==> src/rtl/aes_pkg.sv <==
// Shared AES constants, FSM encodings and byte-extraction helper.
// Byte 0 of a state lives in the MSBs (FIPS-197 order).
package aes_pkg;

   localparam int AES_STATE_W = 128;
   localparam int AES_BYTES   = 16;
   localparam int AES_BYTE_W  = 8;

   localparam logic [1:0] S_IDLE = 2'd0;
   localparam logic [1:0] S_RUN  = 2'd1;
   localparam logic [1:0] S_DONE = 2'd2;

   function automatic logic [AES_BYTE_W-1:0] get_byte(input logic [AES_STATE_W-1:0] state,
                                                      input logic [3:0] idx);
      return state[AES_STATE_W-1 - AES_BYTE_W*int'(idx) -: AES_BYTE_W];
   endfunction

endpackage

==> src/rtl/sbox.sv <==
// Combinational AES forward S-box: one byte in, substituted byte out.
// Pure lookup, no state, no handshake.
module sbox (
   input  logic [7:0] din,
   output logic [7:0] dout
);

   localparam logic [2047:0] TABLE = {
      128'h637c777bf26b6fc53001672bfed7ab76, 128'hca82c97dfa5947f0add4a2af9ca472c0,
      128'hb7fd9326363ff7cc34a5e5f171d83115, 128'h04c723c31896059a071280e2eb27b275,
      128'h09832c1a1b6e5aa0523bd6b329e32f84, 128'h53d100ed20fcb15b6acbbe394a4c58cf,
      128'hd0efaafb434d338545f9027f503c9fa8, 128'h51a3408f929d38f5bcb6da2110fff3d2,
      128'hcd0c13ec5f974417c4a77e3d645d1973, 128'h60814fdc222a908846eeb814de5e0bdb,
      128'he0323a0a4906245cc2d3ac629195e479, 128'he7c8376d8dd54ea96c56f4ea657aae08,
      128'hba78252e1ca6b4c6e8dd741f4bbd8b8a, 128'h703eb5664803f60e613557b986c11d9e,
      128'he1f8981169d98e949b1e87e9ce5528df, 128'h8ca1890dbfe6426841992d0fb054bb16
   };

   // Entry 0 sits in the MSBs of the table.
   assign dout = TABLE[2047 - 8*int'(din) -: 8];

endmodule

==> src/rtl/aes_subbytes_serial.sv <==
// Byte-serial AES SubBytes: NUM_SBOX bytes per cycle, result N_GROUPS edges after accept.
// Output held in DONE until out_ready; a new state may be accepted on the same edge.
module aes_subbytes_serial
   import aes_pkg::*;
#(
   parameter int NUM_SBOX = 1
) (
   input  logic         clk,
   input  logic         rst_n,
   input  logic         in_valid,
   output logic         in_ready,
   input  logic [127:0] in_state,
   output logic         out_valid,
   input  logic         out_ready,
   output logic [127:0] out_state,
   output logic         busy
);

   localparam int N_GROUPS = AES_BYTES / NUM_SBOX;
   localparam int CNT_W    = (N_GROUPS > 1) ? $clog2(N_GROUPS) : 1;

   generate
      if (!(NUM_SBOX == 1 || NUM_SBOX == 2 || NUM_SBOX == 4 ||
            NUM_SBOX == 8 || NUM_SBOX == 16)) begin : g_bad_num_sbox
         $error("aes_subbytes_serial: NUM_SBOX must be 1, 2, 4, 8 or 16");
      end
   endgenerate

   typedef enum logic [1:0] {
      IDLE = S_IDLE,
      RUN  = S_RUN,
      DONE = S_DONE
   } fsm_t;

   fsm_t                   fsm;
   logic [CNT_W-1:0]       grp_cnt;
   logic [AES_STATE_W-1:0] state_reg;
   logic [3:0]             base;
   logic [AES_BYTE_W-1:0]  sub_byte [NUM_SBOX];

   assign base = 4'(int'(grp_cnt) * NUM_SBOX);

   for (genvar k = 0; k < NUM_SBOX; k++) begin : g_sbox
      logic [3:0] idx;
      assign idx = base + 4'(k);
      sbox u_sbox (
         .din  (get_byte(state_reg, idx)),
         .dout (sub_byte[k])
      );
   end

   assign in_ready  = rst_n && ((fsm == IDLE) || ((fsm == DONE) && out_ready));
   assign out_state = state_reg;

   always_ff @(posedge clk or negedge rst_n) begin
      if (!rst_n) begin
         fsm       <= IDLE;
         grp_cnt   <= '0;
         state_reg <= '0;
         out_valid <= 1'b0;
         busy      <= 1'b0;
      end else begin
         case (fsm)
            IDLE: begin
               if (in_valid) begin
                  state_reg <= in_state;
                  grp_cnt   <= '0;
                  fsm       <= RUN;
                  busy      <= 1'b1;
               end
            end
            RUN: begin
               for (int k = 0; k < NUM_SBOX; k++) begin
                  state_reg[AES_STATE_W-1 - AES_BYTE_W*(int'(base)+k) -: AES_BYTE_W] <= sub_byte[k];
               end
               if (grp_cnt == CNT_W'(N_GROUPS-1)) begin
                  grp_cnt   <= '0;
                  fsm       <= DONE;
                  out_valid <= 1'b1;
               end else begin
                  grp_cnt <= grp_cnt + 1'b1;
               end
            end
            DONE: begin
               if (out_ready) begin
                  out_valid <= 1'b0;
                  // Back-to-back accept keeps the pipeline free of bubbles.
                  if (in_valid) begin
                     state_reg <= in_state;
                     grp_cnt   <= '0;
                     fsm       <= RUN;
                  end else begin
                     fsm  <= IDLE;
                     busy <= 1'b0;
                  end
               end
            end
            default: begin
               fsm       <= IDLE;
               grp_cnt   <= '0;
               out_valid <= 1'b0;
               busy      <= 1'b0;
            end
         endcase
      end
   end

endmodule

==> config.mk <==
export PLATFORM = sky130hd
export DESIGN_NAME = aes_subbytes_serial
export DESIGN_NICKNAME = d
export VERILOG_FILES = /design/src/rtl/aes_pkg.sv /design/src/rtl/sbox.sv /design/src/rtl/aes_subbytes_serial.sv
export SDC_FILE = /design/constraint.sdc
export NUM_CORES = 1
export LEC_CHECK = 0
export BUFFER_PORTS_ARGS = -buffer_cell sky130_fd_sc_hd__buf_2
export CAP_MARGIN = 20
export CORE_UTILIZATION = 45
export DETAILED_ROUTE_END_ITERATION = 6
export PLACE_DENSITY = 0.74
export REMOVE_ABC_BUFFERS = 1
export SLEW_MARGIN = 20
export SYNTH_ARGS = -nofsm -noshare
export SYNTH_HDL_FRONTEND = slang
export SYNTH_SLANG_ARGS = --single-unit
==> constraint.sdc <==
create_clock -name clk -period 4.2 [get_ports clk]
set_input_delay 0.84 -clock clk [delete_from_list [all_inputs] [get_ports clk]]
set_output_delay 0.84 -clock clk [all_outputs]
set_load 0.02 [all_outputs]
== Word-level counts from Yosys, hierarchy flattened ==
Index checks and enable logic that the tools add are counted.

* Add/sub/neg operators: 4
* Equality and inequality tests: 7
* Shifts and indexed selects: 4
* Mux-type cells: 20
* Bitwise gates (word level): 2
* Reduce and logical (&&, ||, !) cells: 9

{| class="wikitable"
|+ Operators with widths
! operator !! count
|-
| 2055-bit by 32-bit variable part select with 8-bit output (first input constant) || 1
|-
| 128-bit case mux with 3 select lines || 1
|-
| 128-bit 2-to-1 mux || 2
|-
| 8-bit by 33-bit variable shift with 135-bit output (first input constant) || 1
|-
| 135-bit by 8-bit variable part select with 8-bit output || 1
|-
| 8-bit by 33-bit variable part select with 135-bit output || 1
|-
| 128-bit bitwise mux || 1
|-
| 8-bit negation with 33-bit output || 1
|-
| 4-bit 2-to-1 mux || 3
|-
| 4-bit case mux with 3 select lines || 1
|-
| 11-bit by 11-bit subtractor with 12-bit output (first input constant) || 1
|-
| 2-bit != test (second input constant) || 4
|-
| 7-bit by 7-bit subtractor with 8-bit output (first input constant) || 1
|-
| 1-bit 2-to-1 mux || 6
|-
| 2-bit 2-to-1 mux || 3
|-
| 1-bit case mux with 3 select lines || 2
|-
| 2-bit case mux with 3 select lines || 1
|-
| 3-bit AND reduction || 2
|-
| 4-bit by 1-bit adder with 4-bit output (second input constant) || 1
|-
| 4-bit equality test (second input constant) || 1
|-
| 4-bit AND reduction || 1
|-
| 3-bit nonzero test || 1
|-
| 2-bit by 1-bit equality test with 1-bit output (second input constant) || 1
|-
| 2-bit equality test (second input constant) || 1
|-
| other kinds (5) || 7
|}

* Bits in registers: 136
* Input port bits: 132
* Output and inout port bits: 131
* Logic and storage cells: 51

== Longest topological paths before layout ==
Gate-level depths: netlist of the first run.

* Depth in word-level cells: 7
* Mapped depth: 18
* Gate-level depth less buffers: 14

== Hierarchy ==
From an unflattened synthesis of the first run, not the netlist that was laid out.

* Cell total of the unflattened synthesis: 1279
* Area, all modules: 11227.0 sq um

{| class="wikitable"
|+ Modules (own cells, without submodules)
! module !! times used !! cells an instance !! area each (sq um) !! seq. area each (sq um)
|-
| aes_subbytes_serial || 1 || 736 || 7724.9 || 3403.3
|-
| sbox || 1 || 543 || 3502.1 || 0.0
|}

== Worst setup path before layout of the first run ==
No wires, ideal clock.

* Kind: reg2reg
* Start point: reg grp_cnt[0]
* End point: reg state_reg[34], in the netlist out_state[34]
* Library setup time: 0.126 ns
* Arrival: 4.266 ns
* Slack: -0.192 ns
* Cell stages (with the launch flop): 17
* Path through: dfrtp_1 buf_6 buf_4 mux4_2 nand2_1 and4_1 buf_2 buf_1 ha_1 nor2b_1 a22oi_1 o21ai_0 a221o_1 a41oi_1 nand4_1 a32o_1 a221o_1

* Word-level cells in the longest chain between the ends: 7

{| class="wikitable"
|+ RTL lines
! element !! RTL line !! RTL
|-
| start, declared || aes_subbytes_serial.sv:36 || <nowiki>logic [CNT_W-1:0] grp_cnt;</nowiki>
|-
| start signal, assigned || aes_subbytes_serial.sv:81 || <nowiki>grp_cnt <= grp_cnt + 1'b1;</nowiki>
|-
| 7-bit by 7-bit subtractor with 8-bit output * || aes_pkg.sv:15, aes_subbytes_serial.sv:74 ||
|-
| 135-bit by 8-bit variable part select with 8-bit output || aes_pkg.sv:15 || <nowiki>return state[AES_STATE_W-1 - AES_BYTE_W*int'(idx) -: AES_BYTE_W];</nowiki>
|-
| 11-bit by 11-bit subtractor with 12-bit output || sbox.sv:20 || <nowiki>assign dout = TABLE[2047 - 8*int'(din) -: 8];</nowiki>
|-
| 2055-bit by 32-bit variable part select with 8-bit output || sbox.sv:20 ||
|-
| 8-bit by 33-bit variable part select with 135-bit output || aes_subbytes_serial.sv:74 || <nowiki>state_reg[AES_STATE_W-1 - AES_BYTE_W*(int'(base)+k) -: AES_BYTE_W] <= sub_byte[k];</nowiki>
|-
| 128-bit bitwise mux * || aes_subbytes_serial.sv:74 ||
|-
| 128-bit case mux with 3 select lines * || aes_subbytes_serial.sv:63 || <nowiki>case (fsm)</nowiki>
|-
| end signal, assigned || aes_subbytes_serial.sv:66 || <nowiki>state_reg <= in_state;</nowiki>
|-
| end signal, assigned by index || aes_subbytes_serial.sv:74 ||
|-
| end signal, assigned || aes_subbytes_serial.sv:89 || <nowiki>state_reg <= in_state;</nowiki>
|-
| end, declared || aes_subbytes_serial.sv:37 || <nowiki>logic [AES_STATE_W-1:0] state_reg;</nowiki>
|}

Every way passes the cells marked *; elsewhere a longest branch is shown, timed or not.
A chain may end at the register's enable or synchronous reset.

== Worst setup path after layout of the first run ==
* Start point: reg grp_cnt[0]
* End point: reg state_reg[15], in the netlist out_state[15]

Same word-level chain as after synthesis.

==> key figures, run 1 <==
Outcome
  • Result of the run: finished with violations
  • Failing checks: design-rule violations, negative setup slack

Synthesis
  • Yosys warns: 0
  • Commonest register cell after synthesis: dfrtp_1
  • Number of enable flip-flop cells after synthesis: 0
  • Number of distinct library cells after synthesis: 83
  • Post-Synthesis Cell Area: 11000 um^2
  • Synthesized flop and latch total: 136
  • Mean instance size in the synthesized netlist: 8.58 um^2
  • Number of instances in the synthesized netlist: 1280
  • Share of synthesized registers carrying an async set or reset: 100%
  • Fraction of the yosys area taken by sequential cells: 31.0%

STA
  • Final worst path period share: 101%
  • Smallest setup slack after layout: -0.0485 ns
  • Max Clock Skew: 0.00883 ns
  • Final hold violation count: 0
  • Number of setup violations in the final report: 8
  • Transition time at the pin with the least slew margin: 1.33 ns
  • RSZ-0062 raised after global routing: yes
  • Worst slew slack as a fraction of its limit: 11.0%
  • Fin. max-slew vios: 0
  • Min Tclk post-route: 4.25 ns
  • Highest attainable clock frequency: 235 MHz
  • Final-layout setup total negative slack: -0.255 ns

Placement
  • DP Wirelength: 46.8 mm
  • Number of buffer cells added on primary ports: 262
  • Final weighted congestion in routability-driven placement: 1.11
  • Worst slack after detailed placement: -0.000396 ns
  • Area after DPL: 14100 um^2
  • Instance count after placement with tap cells included: 1960

Final layout
  • Final cell area excluding filler cells: 15000 um^2
  • Area growth from synthesis to layout: 36.5%
  • Fraction of final layout cells with drive strength greater than 1: 38.7%
  • Net count, final: 1829
  • Final Instance Count excl. Fillers: 2009

CTS
  • Deepest level of the CTS H-tree: 4
  • Sink Count: 136
  • Clock insertion delay at the later pin of the skew report: 0.43 ns
  • Clock Tree Buf Depth: 2
  • CTS clk-pin slew, worst paths: 0.07 ns
  • TritonCTS clock tree: done
  • Post-CTS Hold Fix Bufs: 0
  • Number of buffers inserted during clock tree synthesis: 17
  • Clock tree root buffer cell: clkbuf_16

Worst setup path
  • Critical Path Sink Type: flop
  • CP startpoint kind: flop
  • Required time of the critical path: 4.55 ns
  • FF-to-FF path depth: 15
  • Worst EP arrival: 4.60 ns
  • Reg2reg setup slack: -0.05 ns
  • Setup crit start: grp_cnt[0]
  • Critical-path maximum fanout: 16
  • Reg-to-reg startpoint: grp_cnt[0]
  • Capture point of the worst path: out_state[15]
  • Critical path start-end classification: reg2reg
  • Reg2reg end: out_state[15]

Die
  • Core area: 23700 um^2
  • Number of primary I/O pins: 263
  • Die area: 25000 um^2
  • Height of the die: 158 um
  • Effective utilization at floorplan: 46.4%
  • Floorplan row count: 56
  • Overall die width: 158 um

Detailed routing
  • First-pass DRT Iterations: 7
  • Post-detailed-route DRC marker count: 22
  • Wire length per cell: 32.5 um
  • Final WL: 65.2 mm
  • Total number of vias: 15100
  • Number of vias per cell: 7.51
  • Drt initial violations: 2665
  • Remaining antenna violation count after routing: 0

Worst hold path
  • Worst min-delay path category: in2async

Global routing
  • Global-route usage over all layers: 52.0%
  • Total overflow reported by the global router: 0
  • Pin count of the biggest net entering global routing: 75
  • Initial antenna violation count: 1
  • Number of global-route vias before repair: 14300
  • Global-route wire length before repair: 93.5 mm

Flow run
  • Max Cap Viol: 0
-- registers in the layout (all words and copies together) (netlist names) --
name	count
busy	1
fsm	2
grp_cnt	4
out_state	128
out_valid	1
-- how the worst min path moves through the flow --
stage,start,to,slack [ns],cells after the start
floorplan,fsm[1],busy,0.49,1
global placement,out_state[71],out_state[71],0.51,2
global route,rst_n,out_state[72],0.18,1
CTS,rst_n,out_state[72],0.19,1
finish,rst_n,out_state[72],0.19,1
detailed placement,out_state[2],out_state[2],0.53,1
-- layout by cell type (no fill, tap or decap), types with 7 or more instances in the layout --
cell type    n
buf_2      261
buf_4      231
a21oi_1    171
dfrtp_1    134
nor2_1      92
nand2_1     91
o21ai_0     73
and3_1      67
o32ai_1     58
a211oi_1    37
mux4_2      33
nor3_1      33
a221o_1     30
nand3_1     25
clkbuf_16   19
o211ai_1    18
a31oi_1     17
ha_1        17
buf_12      16
mux2i_1     15
o21ai_1     15
a31o_1      10
a311oi_1     9
and2_1       8
a22oi_1      8
inv_1        7
or3_1        7
-- cells by family after synthesis --
logic type | Yosys count | synth area share (%)
and+or+nand+nor | 376 | 16.9
muxes | 59 | 9.67
adders and majority gates | 20 | 2.28
AOI/OAI and AO/OA | 540 | 34.0
xor gates and xnor gates | 3 | 0.308
buffers and inverters | 146 | 5.84
DFF | 136 | 31.0
-- synthesized netlist by cell type, types with 4 or more instances --
master       n  area, um^2
inv_1        7        26.3
o211ai_1    18         135
a211o_1      5        43.8
clkbuf_1    78         293
and3_1      67         419
ha_1        20         250
o32ai_1     58         508
a22oi_1     10        75.1
mux2i_1     16         160
nand2b_1     8        50.1
and2_1      10        62.6
o311a_1      5        50.1
nor3_1      36         180
o21ai_0     74         370
or3_1        7        43.8
a221oi_1     7        61.3
dfrtp_1    136        3400
o311ai_0     8        70.1
a311oi_1    10        87.6
o31ai_1      6        45.0
a211oi_1    38         285
a22o_1       4        35.0
a31o_2       4        35.0
nor4_1       5        31.3
o21ai_1     14        70.1
or2_2        6        37.5
and4_1       6        52.6
a21oi_1    172         861
nand3_1     26         130
nand2_1     93         349
buf_2       34         170
a31o_1      10        87.6
o22ai_1      4        25.0
mux4_2      33         743
buf_1       14        52.6
a31oi_1     18         113
o2111ai_1    5        43.8
buf_4        7        52.6
nor2_1      93         349
a221o_1     30         300
a21oi_2      4        35.0
-- what timing repair did --
item                       4_1_cts  5_1_grt
setup buffers                    2       13
hold endpoints to repair         0        0
setup endpoints to repair       22      117
pin swaps                        1        8
cloned                           0        2
gates resized for setup          8       36
-- metal layers --
layer	GRT usage [%]	part of all wire, %	vias up
li1	-	-	5827
met5	0	0.020	-
met2	78.8	44	1762
met1	59.3	31	6909
met4	47.0	11	2
met3	15.5	14	582
-- metrics by stage --
| step | utilization, % | hold WS, ns |
|---|---|---|
| final | 63.3 | 0.187 |
| after global routing | 63.3 | 0.179 |
| after CTS | 61.9 | 0.186 |
| after detailed placement | 59.4 | 0.533 |
| after global placement | 59.4 | 0.510 |
| after floorplan | - | 0.488 |
-- worst max-delay path, stage by stage, from the launching register on --
cell and delay (ns):
dfrtp_2 0.43, buf_6 0.17, buf_12 0.17, mux4_2 0.52, mux2_4 0.30, mux2i_4 0.17, buf_12 0.14, buf_12 0.16
buf_4 0.21, a21oi_1 0.09, a2111oi_1 0.53, nor2_1 0.07, and4_1 0.21, a211o_4 0.40, or3_4 0.39, a21oi_2 0.16
-- cell type report --
class,count,area [um^2]
clock inverters,14,140
fillers,1998,8690
inverters,10,45.0
well taps,319,399
diodes,1,2.50
repair buffers,514,3460
clock buffers,17,425
multi-input cells,998,7110
flip-flops and latches,136,3410
Power of run 1 is left out: the tool's default activity adds up to more than one toggle a clock period on the data nets, which glitch-free logic cannot reach.
==> run 2: changes to the inputs <==
Settings changed: CTS_CLUSTER_DIAMETER from default to 200, REMOVE_ABC_BUFFERS 1 to default.
==> run 2 against run 1 <==
Net effect:
- the flow now stops in global routing
- synthesized cell count did not move
- synthesized area did not move
==> key figures, run 2 <==
CTS
  • Clock Tree Buf Depth: 2 (unchanged)
  • Post-CTS Hold Fix Bufs: 0 (unchanged)
  • Sink Count: 136 (unchanged)
  • Clock tree root buffer cell: clkbuf_16
  • Deepest level of the CTS H-tree: 4 (unchanged)
  • Number of buffers inserted during clock tree synthesis: 17 (unchanged)

Synthesis
  • Number of instances in the synthesized netlist: 1280 (unchanged)
  • Largest cells by area after synthesis: dfrtp_1 (31%), a21oi_1 (7.8%), mux4_2 (6.8%)
  • Mean instance size in the synthesized netlist: 8.58 um^2 (unchanged)
  • Cell type contributing the most total cell area after synthesis: dfrtp_1
  • Post-synthesis net count: 1432
  • Commonest register cell after synthesis: dfrtp_1
  • Area share of the leading cell type in the synthesized netlist: 31.0% (unchanged)
  • Cell with the most instances after synthesis: a21oi_1
  • Number of enable flip-flop cells after synthesis: 0 (unchanged)
  • Fraction of the yosys area taken by sequential cells: 31.0% (unchanged)
  • Share of synthesized registers carrying an async set or reset: 100% (unchanged)
  • Yosys warns: 0 (unchanged)
  • Number of distinct library cells after synthesis: 83 (unchanged)
  • Synthesized flop and latch total: 136 (unchanged)
  • Ranking of synthesized cells by instance count: a21oi_1 (172), dfrtp_1 (136), nand2_1 (93), nor2_1 (93), clkbuf_1 (78)
  • Post-Synthesis Cell Area: 11000 um^2 (unchanged)

Outcome
  • Stop stage: global routing
  • Error Message: [ERROR GRT-0232] Routing congestion too high. Check the congestion heatmap in the GUI.
  • Result of the run: did not finish

Placement
  • Number of buffer cells added on primary ports: 262 (unchanged)
  • DP Wirelength: 51.6 mm (+10%)
  • Final weighted congestion in routability-driven placement: 1.13 (+2.0%)

Die
  • Height of the die: 158 um (unchanged)
  • Overall die width: 158 um (unchanged)
  • Effective utilization at floorplan: 46.4% (unchanged)
  • Floorplan row count: 56 (unchanged)
  • Number of primary I/O pins: 263 (unchanged)

Global routing
  • Total overflow reported by the global router: 17
  • Global-route usage over all layers: 73.3%
  • Pin count of the biggest net entering global routing: 77

STA
  • Worst endpoint type: sequential cell input
  • Post-GRT worst EP: out_state[2]$_DFFE_PN0P_/D
[run 2: timing repair]
action                     in CTS
cloned                          1
pin swaps                       2
gates resized for setup        18
setup endpoints to repair      71
buffers inserted                6
[run 2: logic make-up after synthesis]
group / Yosys count / synth area share [%]
AO/OA/AOI/OAI: 540 / 34.0
buffers and inverters: 146 / 5.84
XOR/XNOR: 3 / 0.308
multiplexers: 59 / 9.67
adder cells (fa/ha/maj): 20 / 2.28
AND/OR/NAND/NOR: 376 / 16.9
flip-flops: 136 / 31.0
[run 2: layer usage]
layer | overflow | global-route usage (%)
met1 | 0 | 73.8
met2 | 10 | 88.5
met3 | 0 | 59.9
met4 | 7 | 69.6
met5 | 0 | 34.6
[run 2: per-stage QoR]
step,cell area (um^2),utilization [%],TNS (ns),worst slack [ns],std cells
CTS,15000,63.4,-0.0585,-0.0444,2026
detailed placement,14300,60.2,-0.839,-0.111,1987
global placement,14300,60.2,-0.658,-0.0685,1987
floorplan,11000,-,0,0.0198,1280
==> run 3: changes to the inputs <==
Settings changed: CORE_UTILIZATION 45 to 30, CTS_CLUSTER_DIAMETER 200 to default, PLACE_DENSITY 0.74 to default, PLACE_DENSITY_LB_ADDON from default to 0.15.
Clock period 4.2 ns to 5.5 ns, I/O delays scaled along.
==> run 3 against run 2 <==
Net effect:
- the flow now finishes, with violations (design-rule violations)
==> key figures, run 3 (synthesis gave the netlist of run 1 again) <==
Detailed routing
  • Final WL: 64.4 mm
  • Post-detailed-route DRC marker count: 1
  • Number of vias per cell: 6.67
  • Remaining antenna violation count after routing: 0
  • Total number of vias: 13300
  • First-pass DRT Iterations: 7
  • Wire length per cell: 32.4 um
  • Drt initial violations: 1489

Global routing
  • Initial antenna violation count: 1
  • Global-route wire length before repair: 93.3 mm
  • Total overflow reported by the global router: 0
  • Global-route usage over all layers: 33.8%
  • Number of global-route vias before repair: 13100
  • Pin count of the biggest net entering global routing: 75

Worst setup path
  • Worst path slowest cell: dfrtp_2
  • Worst EP arrival: 5.44 ns
  • Critical path start-end classification: reg2reg
  • CP startpoint kind: flop
  • Delay contributed by the slowest stage of the critical path: 0.73 ns
  • Cells along the critical path: buf_4 > mux4_2 > mux2i_2 > mux2i_4 > nor2_1 > buf_4 > nor2_1 > a221o_1 > and4_1 > a211o_1 > nand2b_1 > a211oi_1
  • Required time of the critical path: 5.84 ns
  • Number of buffers and inverters on the critical path: 2
  • Critical Path Sink Type: flop
  • Critical-path maximum fanout: 16
  • Top delay family on crit path: simple AND/OR/NAND/NOR gates

CTS
  • Deepest level of the CTS H-tree: 4 (unchanged)
  • TritonCTS clock tree: done
  • Sink Count: 136 (unchanged)
  • Post-CTS repair timing setup buffer count: 0 (-6)
  • Clock insertion delay at the later pin of the skew report: 0.43 ns
  • Clock Tree Buf Depth: 2 (unchanged)
  • Count of instances resized after the clock tree is built: 0 (-18)
  • Clock tree root buffer cell: clkbuf_16
  • Post-CTS Hold Fix Bufs: 0 (unchanged)
  • CTS clk-pin slew, worst paths: 0.06 ns
  • Number of buffers inserted during clock tree synthesis: 17 (unchanged)

Die
  • Effective utilization at floorplan: 30.7% (-16 points)
  • Number of primary I/O pins: 263 (unchanged)
  • Core area: 35800 um^2
  • Overall die width: 193 um (+22%)
  • Floorplan row count: 69 (+23%)
  • Die area: 37400 um^2
  • Height of the die: 193 um (+22%)

Placement
  • DP Wirelength: 47.9 mm (-7.2%)
  • Number of buffer cells added on primary ports: 262 (unchanged)
  • Final weighted congestion in routability-driven placement: 1.01 (-11%)

STA
  • Final-layout setup total negative slack: 0 ns
  • Worst slew slack as a fraction of its limit: 20.1%
  • Final worst path period share: 92.7%
  • Highest attainable clock frequency: 196 MHz
  • Max Clock Skew: 0.00850 ns
  • RSZ-0062 raised after global routing: no
  • Number of setup violations in the final report: 0
  • Final hold violation count: 0
  • Transition time at the pin with the least slew margin: 1.19 ns
  • Fin. max-slew vios: 0
  • Min Tclk post-route: 5.10 ns

Outcome
  • Result of the run: finished with violations
  • Failing checks: design-rule violations

Final layout
  • Net count, final: 1665
  • Most common library cell in the layout ignoring fill and taps: buf_2
  • Fraction of final layout cells with drive strength greater than 1: 30.2%
  • Number of flip-flops under the largest register name: 128
  • Most frequent cells in the layout: buf_2 (261), a21oi_1 (172), dfrtp_1 (133)
  • Area growth from synthesis to layout: 23.4%

Flow run
  • Max Cap Viol: 0

Synthesis
  • Post-synthesis net count: 1432 (unchanged)

Worst hold path
  • Worst min-delay path category: reg2reg
## run 3: per-layer routing
layer	track usage [%]	vias to the layer above	part of all wire, %
met5	0	-	0
met4	18.9	0	5.9
met3	5.88	204	8.9
met2	54.0	957	46
met1	43.3	6599	39
li1	-	5495	-
## run 3: worst reg2reg max path, stage by stage, from the launching register on
cell,delay [ns]
dfrtp_2,0.73
buf_4,0.36
mux4_2,0.56
mux2i_2,0.41
mux2i_4,0.28
nor2_1,0.73
buf_4,0.27
nor2_1,0.05
a221o_1,0.32
and4_1,0.24
a211o_1,0.47
nand2b_1,0.34
a211oi_1,0.27
## run 3: metrics by stage
step,cell area [um^2],setup slack (ns),utilization [%],cells,hold slack (ns)
after floorplan,11000,1.11,-,1280,0.488
after global placement,13000,0.463,36.3,1955,0.537
after detailed placement,13000,0.530,36.3,1955,0.534
after CTS,13600,0.498,37.8,1986,0.550
after global routing,13600,0.109,37.8,1987,0.579
final,13600,0.400,37.8,1987,0.562
## run 3: path summary, 6_finish.rpt
check                               from              to  slack (ns)  depth (start not counted)
setup / recovery              grp_cnt[0]   out_state[55]        0.40                         12
hold / removal             out_state[64]   out_state[64]        0.56                          2
setup reg to reg              grp_cnt[0]   out_state[55]        0.40                         12
hold reg to reg            out_state[64]   out_state[64]        0.56                          2
max in group asynchronous          rst_n   out_state[27]        3.41                          2
min in group asynchronous          rst_n  out_state[104]        0.69                          1
## run 3: area by class of cell
class | count | area [um^2]
well taps | 461 | 577
clock buffers | 24 | 472
inverters | 10 | 40.0
clock inverters | 7 | 71.3
fillers | 3776 | 22300
flip-flops and latches | 136 | 3410
diodes | 1 | 2.50
multi-input cells | 998 | 6970
repair buffers | 350 | 2020
Power of run 3 is left out for the same reason.
